==> src/rtl/rx_link_pkg.sv <==
// -----------------------------------------------------------------------------
// rx_link_pkg
// Shared definitions for the battleship serial link receive path.
//   - link_state_e    : sequencer states of rx_link_controller
//   - LINK_DATA_WIDTH : packet width produced by the Receiver (Dout)
//   - LINK_BIT_TIME   : clock cycles per serial bit at 27 MHz
//   - TIMER_WIDTH     : width of the reset/backoff down-counter
// -----------------------------------------------------------------------------
package rx_link_pkg;

  localparam int unsigned LINK_DATA_WIDTH = 30;
  localparam int unsigned LINK_BIT_TIME   = 27;
  localparam int unsigned TIMER_WIDTH     = 8;

  typedef enum logic [2:0] {
    IDLE     = 3'd0,
    RESET_RX = 3'd1,
    LISTEN   = 3'd2,
    BACKOFF  = 3'd3,
    HOLD     = 3'd4,
    ERROR    = 3'd5
  } link_state_e;

  // A request is in flight in every state except IDLE and ERROR.
  function automatic logic state_is_busy(input link_state_e s);
    return (s != IDLE) && (s != ERROR);
  endfunction

endpackage

==> src/rtl/rx_link_timer.sv <==
// -----------------------------------------------------------------------------
// rx_link_timer
// Loadable down-counter with a done flag. Loading value N-1 on state entry
// makes done_o rise after the state has been occupied for exactly N cycles.
// Ports:
//   clk_i      : clock
//   rst_i      : synchronous active-high reset (count cleared)
//   load_i     : load load_val_i this cycle
//   load_val_i : reload value
//   done_o     : count has reached zero
// -----------------------------------------------------------------------------
module rx_link_timer #(
  parameter int unsigned WIDTH = 8
) (
  input  logic             clk_i,
  input  logic             rst_i,
  input  logic             load_i,
  input  logic [WIDTH-1:0] load_val_i,
  output logic             done_o
);

  localparam logic [WIDTH-1:0] ZERO_C = {WIDTH{1'b0}};
  localparam logic [WIDTH-1:0] ONE_C  = WIDTH'(1);

  logic [WIDTH-1:0] count_q;
  logic [WIDTH-1:0] count_d;

  // Next count: reload wins, otherwise count down and park at zero.
  always_comb begin
    count_d = count_q;
    if (load_i) begin
      count_d = load_val_i;
    end else if (count_q != ZERO_C) begin
      count_d = count_q - ONE_C;
    end else begin
      count_d = ZERO_C;
    end
  end

  // Count register.
  always_ff @(posedge clk_i) begin
    if (rst_i) begin
      count_q <= ZERO_C;
    end else begin
      count_q <= count_d;
    end
  end

  assign done_o = (count_q == ZERO_C);

endmodule

==> src/rtl/rx_link_controller.sv <==
// -----------------------------------------------------------------------------
// rx_link_controller
// Sequencer for the serial Receiver. Holds the Receiver in reset while idle,
// arms it on Start, captures a completed packet and offers it to game logic
// over Pkt_valid/Pkt_ack. Receiver timeouts are retried after a backoff; the
// attempt after MAX_RETRIES retries is the last, after which Link_error is
// raised and held until Reset.
//
// Optional feature macro: RX_PARITY_CHECK_EN
//   When defined, the MSB of each received packet is checked as even parity
//   over the remaining bits; a mismatch is handled like a Receiver timeout and
//   pulses Parity_err for one cycle.
//
// Ports:
//   Clock, Reset           : clock, synchronous active-high reset
//   Start                  : request one packet (IDLE only)
//   Abort                  : cancel attempt (RESET_RX, LISTEN, BACKOFF)
//   Rec_Reset, Rec_en      : Receiver reset / enable
//   Rec_Dout, Rec_Timeout,
//   Rec_OutValid           : Receiver data, timeout strobe, packet strobe
//   Pkt_data, Pkt_valid,
//   Pkt_ack                : packet handshake to game logic
//   Busy                   : request in flight (not IDLE/ERROR)
//   Link_error             : sticky failure flag
//   Retry_count            : timeouts in the current request (saturating)
//   Parity_err             : (RX_PARITY_CHECK_EN only) parity mismatch pulse
// All outputs are registered.
// -----------------------------------------------------------------------------
module rx_link_controller
  import rx_link_pkg::*;
#(
  parameter int unsigned DATA_WIDTH     = LINK_DATA_WIDTH,
  parameter int unsigned RST_CYCLES     = 20,
  parameter int unsigned BACKOFF_CYCLES = 4 * LINK_BIT_TIME,
  parameter int unsigned MAX_RETRIES    = 3
) (
  input  logic                  Clock,
  input  logic                  Reset,
  input  logic                  Start,
  input  logic                  Abort,
  output logic                  Rec_Reset,
  output logic                  Rec_en,
  input  logic [DATA_WIDTH-1:0] Rec_Dout,
  input  logic                  Rec_Timeout,
  input  logic                  Rec_OutValid,
  output logic [DATA_WIDTH-1:0] Pkt_data,
  output logic                  Pkt_valid,
  input  logic                  Pkt_ack,
  output logic                  Busy,
  output logic                  Link_error,
  output logic [1:0]            Retry_count
`ifdef RX_PARITY_CHECK_EN
  ,
  output logic                  Parity_err
`endif
);

  // Timer loads N-1 so that done rises on the N-th cycle in the state.
  localparam logic [TIMER_WIDTH-1:0] RST_LOAD_C     = TIMER_WIDTH'(RST_CYCLES - 1);
  localparam logic [TIMER_WIDTH-1:0] BACKOFF_LOAD_C = TIMER_WIDTH'(BACKOFF_CYCLES - 1);
  localparam logic [1:0]             MAX_RETRY_C    = 2'(MAX_RETRIES);
  localparam logic [DATA_WIDTH-1:0]  DATA_ZERO_C    = {DATA_WIDTH{1'b0}};

  link_state_e state_q;
  link_state_e state_d;

  logic                   timer_load_s;
  logic [TIMER_WIDTH-1:0] timer_val_s;
  logic                   timer_done_s;
  logic                   pkt_bad_s;

  logic [1:0]            retry_q;
  logic [1:0]            retry_d;
  logic [DATA_WIDTH-1:0] pkt_data_q;
  logic [DATA_WIDTH-1:0] pkt_data_d;
  logic                  rec_reset_q;
  logic                  rec_reset_d;
  logic                  rec_en_q;
  logic                  rec_en_d;
  logic                  pkt_valid_q;
  logic                  pkt_valid_d;
  logic                  busy_q;
  logic                  busy_d;
  logic                  link_error_q;
  logic                  link_error_d;

`ifdef RX_PARITY_CHECK_EN
  logic parity_err_q;
  logic parity_err_d;

  // MSB is even parity over the rest, so a good packet XORs to zero overall.
  function automatic logic parity_mismatch(input logic [DATA_WIDTH-1:0] d);
    return ^d;
  endfunction

  assign pkt_bad_s    = Rec_OutValid && parity_mismatch(Rec_Dout);
  assign parity_err_d = (state_q == LISTEN) && !Abort && pkt_bad_s;
`else
  assign pkt_bad_s = 1'b0;
`endif

  rx_link_timer #(
    .WIDTH (TIMER_WIDTH)
  ) u_timer (
    .clk_i      (Clock),
    .rst_i      (Reset),
    .load_i     (timer_load_s),
    .load_val_i (timer_val_s),
    .done_o     (timer_done_s)
  );

  // Next-state, retry counter and packet capture.
  always_comb begin
    state_d    = state_q;
    retry_d    = retry_q;
    pkt_data_d = pkt_data_q;
    case (state_q)
      IDLE: begin
        retry_d = 2'd0;
        if (Start) begin
          state_d = RESET_RX;
        end else begin
          state_d = IDLE;
        end
      end
      RESET_RX: begin
        if (Abort) begin
          state_d = IDLE;
          retry_d = 2'd0;
        end else if (timer_done_s) begin
          state_d = LISTEN;
        end else begin
          state_d = RESET_RX;
        end
      end
      LISTEN: begin
        if (Abort) begin
          state_d = IDLE;
          retry_d = 2'd0;
        end else if (Rec_OutValid && !pkt_bad_s) begin
          // A good packet wins over a simultaneous timeout.
          state_d    = HOLD;
          pkt_data_d = Rec_Dout;
        end else if (Rec_Timeout || pkt_bad_s) begin
          if (retry_q < MAX_RETRY_C) begin
            state_d = BACKOFF;
            retry_d = retry_q + 2'd1;
          end else begin
            state_d = ERROR;
          end
        end else begin
          state_d = LISTEN;
        end
      end
      BACKOFF: begin
        if (Abort) begin
          state_d = IDLE;
          retry_d = 2'd0;
        end else if (timer_done_s) begin
          state_d = RESET_RX;
        end else begin
          state_d = BACKOFF;
        end
      end
      HOLD: begin
        if (Pkt_ack) begin
          state_d = IDLE;
          retry_d = 2'd0;
        end else begin
          state_d = HOLD;
        end
      end
      ERROR: begin
        state_d = ERROR;
      end
      default: begin
        state_d = IDLE;
        retry_d = 2'd0;
      end
    endcase
  end

  // Reload the timer on every entry into a timed state.
  always_comb begin
    timer_load_s = 1'b0;
    timer_val_s  = RST_LOAD_C;
    if ((state_d != state_q) && (state_d == RESET_RX)) begin
      timer_load_s = 1'b1;
      timer_val_s  = RST_LOAD_C;
    end else if ((state_d != state_q) && (state_d == BACKOFF)) begin
      timer_load_s = 1'b1;
      timer_val_s  = BACKOFF_LOAD_C;
    end else begin
      timer_load_s = 1'b0;
      timer_val_s  = RST_LOAD_C;
    end
  end

  // Outputs are decoded from the next state so the registers track state_q.
  always_comb begin
    rec_reset_d  = 1'b1;
    rec_en_d     = 1'b0;
    pkt_valid_d  = 1'b0;
    link_error_d = 1'b0;
    busy_d       = state_is_busy(state_d);
    case (state_d)
      LISTEN: begin
        rec_reset_d = 1'b0;
        rec_en_d    = 1'b1;
      end
      HOLD: begin
        // Receiver out of reset but disabled keeps its Dout frozen.
        rec_reset_d = 1'b0;
        pkt_valid_d = 1'b1;
      end
      ERROR: begin
        link_error_d = 1'b1;
      end
      default: begin
        rec_reset_d = 1'b1;
      end
    endcase
  end

  // State and output registers.
  always_ff @(posedge Clock) begin
    if (Reset) begin
      state_q      <= IDLE;
      retry_q      <= 2'd0;
      pkt_data_q   <= DATA_ZERO_C;
      rec_reset_q  <= 1'b1;
      rec_en_q     <= 1'b0;
      pkt_valid_q  <= 1'b0;
      busy_q       <= 1'b0;
      link_error_q <= 1'b0;
    end else begin
      state_q      <= state_d;
      retry_q      <= retry_d;
      pkt_data_q   <= pkt_data_d;
      rec_reset_q  <= rec_reset_d;
      rec_en_q     <= rec_en_d;
      pkt_valid_q  <= pkt_valid_d;
      busy_q       <= busy_d;
      link_error_q <= link_error_d;
    end
  end

`ifdef RX_PARITY_CHECK_EN
  // Parity error pulse register.
  always_ff @(posedge Clock) begin
    if (Reset) begin
      parity_err_q <= 1'b0;
    end else begin
      parity_err_q <= parity_err_d;
    end
  end

  assign Parity_err = parity_err_q;
`endif

  assign Rec_Reset   = rec_reset_q;
  assign Rec_en      = rec_en_q;
  assign Pkt_data    = pkt_data_q;
  assign Pkt_valid   = pkt_valid_q;
  assign Busy        = busy_q;
  assign Link_error  = link_error_q;
  assign Retry_count = retry_q;

endmodule

==> config.mk <==
export PLATFORM = sky130hd
export DESIGN_NAME = rx_link_controller
export DESIGN_NICKNAME = d
export VERILOG_FILES = /design/src/rtl/rx_link_pkg.sv /design/src/rtl/rx_link_timer.sv /design/src/rtl/rx_link_controller.sv
export SDC_FILE = /design/constraint.sdc
export NUM_CORES = 1
export LEC_CHECK = 0
export CORE_UTILIZATION = 43
export DETAILED_ROUTE_END_ITERATION = 8
export PLACE_DENSITY = 0.78
export RECOVER_POWER = 100
export SLEW_MARGIN = 25
export SYNTH_ARGS = -nofsm -noshare
export SYNTH_HDL_FRONTEND = slang
export SYNTH_SLANG_ARGS = --single-unit
export TNS_END_PERCENT = 10
==> constraint.sdc <==
create_clock -name Clock -period 3.35 [get_ports Clock]
set_input_delay 0.8375 -clock Clock [delete_from_list [all_inputs] [get_ports Clock]]
set_output_delay 0.8375 -clock Clock [all_outputs]
set_load 0.02 [all_outputs]
# Yosys cells after proc, flatten, opt, wreduce, memory -nomap -nowiden

Cells that the tools add are included.

Bits in registers: 48
Bits in latches: 0
Bits in writable memories: 0
Memory bits (read-only): 0
Output and inout bits: 37
Word-level logic and storage cells: 70
Memories kept: 0

Add/subtract/negate cells: 2
$mul: 0
Div/mod/pow operators: 0
Order comparisons: 1
Equal/unequal tests: 17
Shift operators: 0
Multiplexer cells: 28
Bitwise logic cells: 2
Reduce and logical (&&, ||, !) cells: 11

Operator list:

| operator                                              | number |
|---|---|
| 2-to-1 mux 2 bit                                      | 10 |
| one-hot mux 3 bit (6 select lines)                    | 1 |
| 2-to-1 mux 8 bit                                      | 2 |
| 2-to-1 mux 3 bit                                      | 5 |
| 2-to-1 mux 7 bit                                      | 2 |
| == test 3 x 2 -> 1 bit, second input constant         | 4 |
| == test 3 bit, second input constant                  | 4 |
| inequality test 3 bit, second input constant          | 4 |
| zero test 8 bit                                       | 1 |
| one-hot mux 2 bit (4 select lines)                    | 1 |
| nonzero test 8 bit                                    | 1 |
| subtractor 8 x 1 -> 8 bit, second input constant      | 1 |
| 2-to-1 mux 1 bit                                      | 7 |
| == test 3 x 1 -> 1 bit, second input constant         | 2 |
| AND reduction 6 bit                                   | 1 |
| OR reduction 2 bit                                    | 2 |
| logical AND 1 bit                                     | 3 |
| zero test 3 bit                                       | 1 |
| inequality test 3 bit                                 | 1 |
| AND reduction 3 bit                                   | 1 |
| nonzero test 3 bit                                    | 1 |
| adder 2 x 1 -> 2 bit, second input constant           | 1 |
| less-than comparator 2 bit, second input constant     | 1 |
| inequality test 2 x 1 -> 1 bit, second input constant | 1 |
| 2 further kinds                                       | 3 |

# Depth between registers and ports, before layout

Word-level depth: 11
Gate-level depth with buffers: 7
Depth with buffers taken out: 7

# Hierarchy

From an unflattened synthesis, not the netlist that was laid out.

Cell total of the unflattened synthesis: 245
Area, all modules: 2,035.7 µm²

By module, submodules not included:

| module             | instances | cells each | area each (µm²) |
|---|---|---|---|
| rx_link_controller | 1         | 195        | 1,570.3 |
| rx_link_timer      | 1         | 50         | 465.4 |

# Worst setup path before layout

OpenSTA, ideal clock, no wires.

Kind: input -> register
Start point: input port Start
End point: register busy_q, in the netlist Busy
Setup time: 0.120 ns
Arrival: 1.842 ns
Required time: 3.230 ns
Setup slack: 1.388 ns
Stages: 5
Cells stage by stage: nor2b_1 o32a_1 a32oi_2 a211oi_1 or2_1

Longest elaborated chain between the ends: 4
Elaborated cells on any way between the ends: 5
Classes of those cells: 1 x eq/ne; 2 x mux; 2 x reduce/logical

Ends and longest elaborated chain:

| what                                                        | line                      | text |
|---|---|---|
| start, declared                                             | rx_link_controller.sv:39  | `input logic Start,` |
| 2-to-1 mux 1 bit *                                          | rx_link_controller.sv:120 | `if (Start) begin` |
| one-hot mux 3 bit (6 select lines) *                        | rx_link_controller.sv:117 | `case (state_q)` |
| inequality test 3 bit or nonzero test 3 bit (tied branches) | rx_link_pkg.sv:26         | `return (s != IDLE) && (s != ERROR);` |
| logical AND 1 bit *                                         | rx_link_pkg.sv:26         |  |
| end signal, assigned                                        | rx_link_controller.sv:243 | `busy_q <= busy_d;` |
| end, declared                                               | rx_link_controller.sv:82  | `logic busy_q;` |

Mark *: on every way between the ends. The rest lies on a longest branch, timed or not.
A chain may end at the register's enable or synchronous reset.

# Worst setup path after layout

Start point: input port Abort
End point: register pkt_data_q[3], in the netlist Pkt_data[3]

Longest elaborated chain between the ends: 2

Ends and longest elaborated chain:

| what                                 | line                      | text |
|---|---|---|
| start, declared                      | rx_link_controller.sv:40  | `input logic Abort,` |
| inverter 1 bit (no source line)      | n/a                       |  |
| AND reduction 3 bit (no source line) | n/a                       |  |
| end signal, assigned                 | rx_link_controller.sv:239 | `pkt_data_q <= pkt_data_d;` |
| end, declared                        | rx_link_controller.sv:74  | `logic [DATA_WIDTH-1:0] pkt_data_q;` |

Every way passes these cells.

==> metrics.md <==
| Metric | Value |
|---|---|
| Leak | `1.127 nW` |
| Root buffer cell | `clkbuf_8` |
| CP cell instances | `dlygate4sd3_1 -> nor4b_1 -> and2_0 -> buf_4 -> nand2_1 -> a21oi_1` |
| Mapped Cells | `237` |
| Wire per inst | `12.98 µm` |
| Slew at the pin with the worst max-slew slack | `1.109 ns` |
| CTS resizes | `0` |
| CP Depth | `6` |
| Worst reg2reg path startpoint | `u_timer.count_q[0]` |
| CP startpoint | `Abort` |
| Skew-Pair Late Insertion Delay | `0.30 ns` |
| Hold_ws | `0.4537 ns` |
| Final Hold Viols | `0` |
| Antenna-violating nets left | `0` |
| GPL Wtd Cong | `between 0.8 and 0.9` |
| Post-DP HPWL | `3.269 mm` |
| Crit Path Max Fanout | `30` |
| DR vias/cell | `5.066` |
| Max Slew Vio Count | `0` |
| Hold path cells | `2` |
| Worst Setup Path Type | `in -> reg` |
| # IOs | `74` |
| WL final | `4.697 mm` |
| Yosys warnings | `0` |
| Syn_nets | `277` |
| CTS Buffer Depth | `2` |
| Period Utilization, post-route | `around 80%` |
| Total power per unit cell area | `approximately 540 mW/mm²` |
| CP peak stage delay | `0.70 ns` |
| Cell depth of the worst flop-to-flop path | `7` |
| Cell family with most CP delay | `simple AND/OR/NAND/NOR gates` |
| Final Util | `roughly two thirds` |
| Mapped Area | `0.001959 mm²` |
| Sum of negative setup slack | `0 ns` |
| Post-CTS Hold Buffers | `0` |
| Die H | `69.51 µm` |
| Max-Cap Viols | `0` |
| Initial drt markers | `between 70 and 80` |
| First drt pass iteration count | `4` |
| Die width | `69.51 µm` |
| Post-CTS setup buffers | `0` |
| Placed cells | `354` |
| Mean post-synth cell area | `8.267 µm²` |
| EDFF count, synth | `0` |
| Overall power | `approximately 1.5 mW` |
| Clk sinks | `48` |
| Drt drc | `0` |
| Min-delay src | `Pkt_data[22]` |
| Max Clock Skew | `0.008297 ns` |
| Worst Setup Start Kind | `primary input` |
| Finished Layout Cells | `between 300 and 400` |
| CTS tree | `done` |
| Largest net degree at the start of global routing | `31` |
| Placeable core area | `approximately 0.0044 mm²` |
| Starting Density | `45.00%` |
| Cts bufs inserted | `5` |
| Worst vdd ir | `about 0.00021 V` |
| #FFs+latches synth | `48` |
| GRT overflow | `0` |
| # setup viols final | `0` |
| HP Class | `reg -> reg` |
| Full die area | `between 0.004 and 0.005 mm²` |
| Row count | `24` |
| Critical Path End Type | `flip-flop` |
| Layout Nets | `349` |
| Period minus WS final | `2.672 ns` |
| Fmax | `374.3 MHz` |
| Netlist cell types | `42` |
| Vias in the first global route | `approximately 1.7k` |
| GRT Total Usage | `20.57%` |
| Port Buf Inserts | `73` |
| RSZ-0062 raised after global routing | `no` |
| Layout cells sized above 1 | `6.129%` |
| CP bufs+invs | `2` |
| DR vias | `1,834` |
| Ys flop type | `dfxtp_1` |
| Ant diodes | `0` |
| CP arrival | `2.88 ns` |
| Status | `finished, final reports clean` |
| FFs w/ async S/R, synth | `0%` |
| Seq/Total Area, Yosys | `a little under 50%` |
| Area grow syn2layout | `43.93%` |
| Slowest CP cell | `nor4b_1` |
| Antenna violations before repair | `0` |
| Clk slew on worst S/H paths | `0.09 ns` |
| First-pass GRT wire length | `7.921 mm` |
| Slew Limit Headroom | `26.09%` |
| H-tree levels | `2` |
| Critical Path RT | `around 3.6 ns` |
-- final timing paths --
path / end / slack, ns
worst max-delay path: Pkt_data[3] / 0.68
worst min-delay path: Pkt_data[22] / 0.45
worst min register to register: Pkt_data[22] / 0.45
worst max register to register: Busy / 1.19
-- cell type report --
class | instances | area [µm²]
clock buffer | 6 | 72.57
clock inverter | 2 | 35.03
fill | 368 | 1534
inverter | 5 | 18.77
multi-input combinational | 173 | 918.4
sequential | 48 | 960.9
tap | 52 | 65.06
timing repair buffer | 76 | 749.5
-- flip-flops by register name (all words and copies together), names as in the netlist --
name,count
Pkt_data,30
state_q,3
Busy,1
Rec_en,1
Retry_count,2
Link_error,1
Rec_Reset,1
Pkt_valid,1
u_timer.count_q,8
-- worst register-to-register path: cells and delay by family (launching register included) --
family	cells	cell delay, ns
AO/OA/AOI/OAI	3	0.90
adder cells (fa/ha/maj)	1	0.20
flip-flops	1	0.33
buffers and inverters	1	0.09
AND/OR/NAND/NOR	2	0.52
-- routing by layer --
layer	vias up	GRT usage, %	wire (µm)
li1	944	-	-
met1	826	26.22	2094
met2	59	31.50	2129
met3	5	9.012	419
met4	0	5.896	55
met5	-	0	0
-- synth_stat cells, types with 2 or more instances --
master / instances / area (µm²)
nand2_1: 73 / 274.0
inv_1: 5 / 18.77
nor3_1: 3 / 15.01
clkbuf_1: 7 / 26.28
nand3_1: 4 / 20.02
buf_2: 3 / 15.01
dfxtp_1: 48 / 960.9
a21oi_1: 35 / 175.2
o21ai_0: 7 / 35.03
xnor2_1: 4 / 35.03
nand2b_1: 3 / 18.77
nor2b_1: 2 / 12.51
nor4_1: 2 / 12.51
nor3b_1: 2 / 15.01
nor2_1: 9 / 33.78
ha_1: 3 / 37.54
or3b_2: 2 / 17.52
-- kinds of logic (layout without fill, tap and decap cells) --
logic type               Yosys count  after routing  synth area share [%]
AO/OA/AOI/OAI                     53             53                 16.48
XOR/XNOR                           4              4                 1.788
adder cells (fa/ha/maj)            3              3                 1.916
buffers and inverters             16             89                 3.320
flip-flops                        48             48                 49.04
multiplexers                       2              2                 1.086
AND/OR/NAND/NOR                  111            111                 26.37
-- power by group --
part	total [mW]	switching [mW]	leakage, nW	internal [mW]
Clock	0.407	0.186	0.0552	0.222
Combinational	0.435	0.212	0.683	0.223
Sequential	0.688	0.0631	0.389	0.625
-- cells in the final DEF, fill, tap and decap left out, types with 2 or more instances in the layout --
cell type / synthesis / layout
a21oi_1: 35 / 35
buf_4: 0 / 2
nand2b_1: 3 / 3
inv_1: 5 / 5
or3b_2: 2 / 2
clkbuf_8: 0 / 5
nor3_1: 3 / 3
nor2b_1: 2 / 2
clkbuf_1: 7 / 2
xnor2_1: 4 / 4
dfxtp_1: 48 / 48
nand2_1: 73 / 73
o31ai_1: 1 / 2
clkdlybuf4s50_1: 0 / 33
dlygate4sd3_1: 0 / 40
nor4_1: 2 / 2
o21ai_0: 7 / 7
ha_1: 3 / 3
nand3_1: 4 / 4
nor2_1: 9 / 9
nor3b_1: 2 / 2
nor4b_1: 1 / 2
-- through the flow --
step / setup slack, ns / area [µm²]
global placement: 0.7153 / 2731
global route: 0.4817 / 2820
detailed placement: 0.6678 / 2731
finish: 0.6782 / 2820
CTS: 0.9867 / 2839
floorplan: 1.388 / 1959
Power figures use the tool's default switching activity.
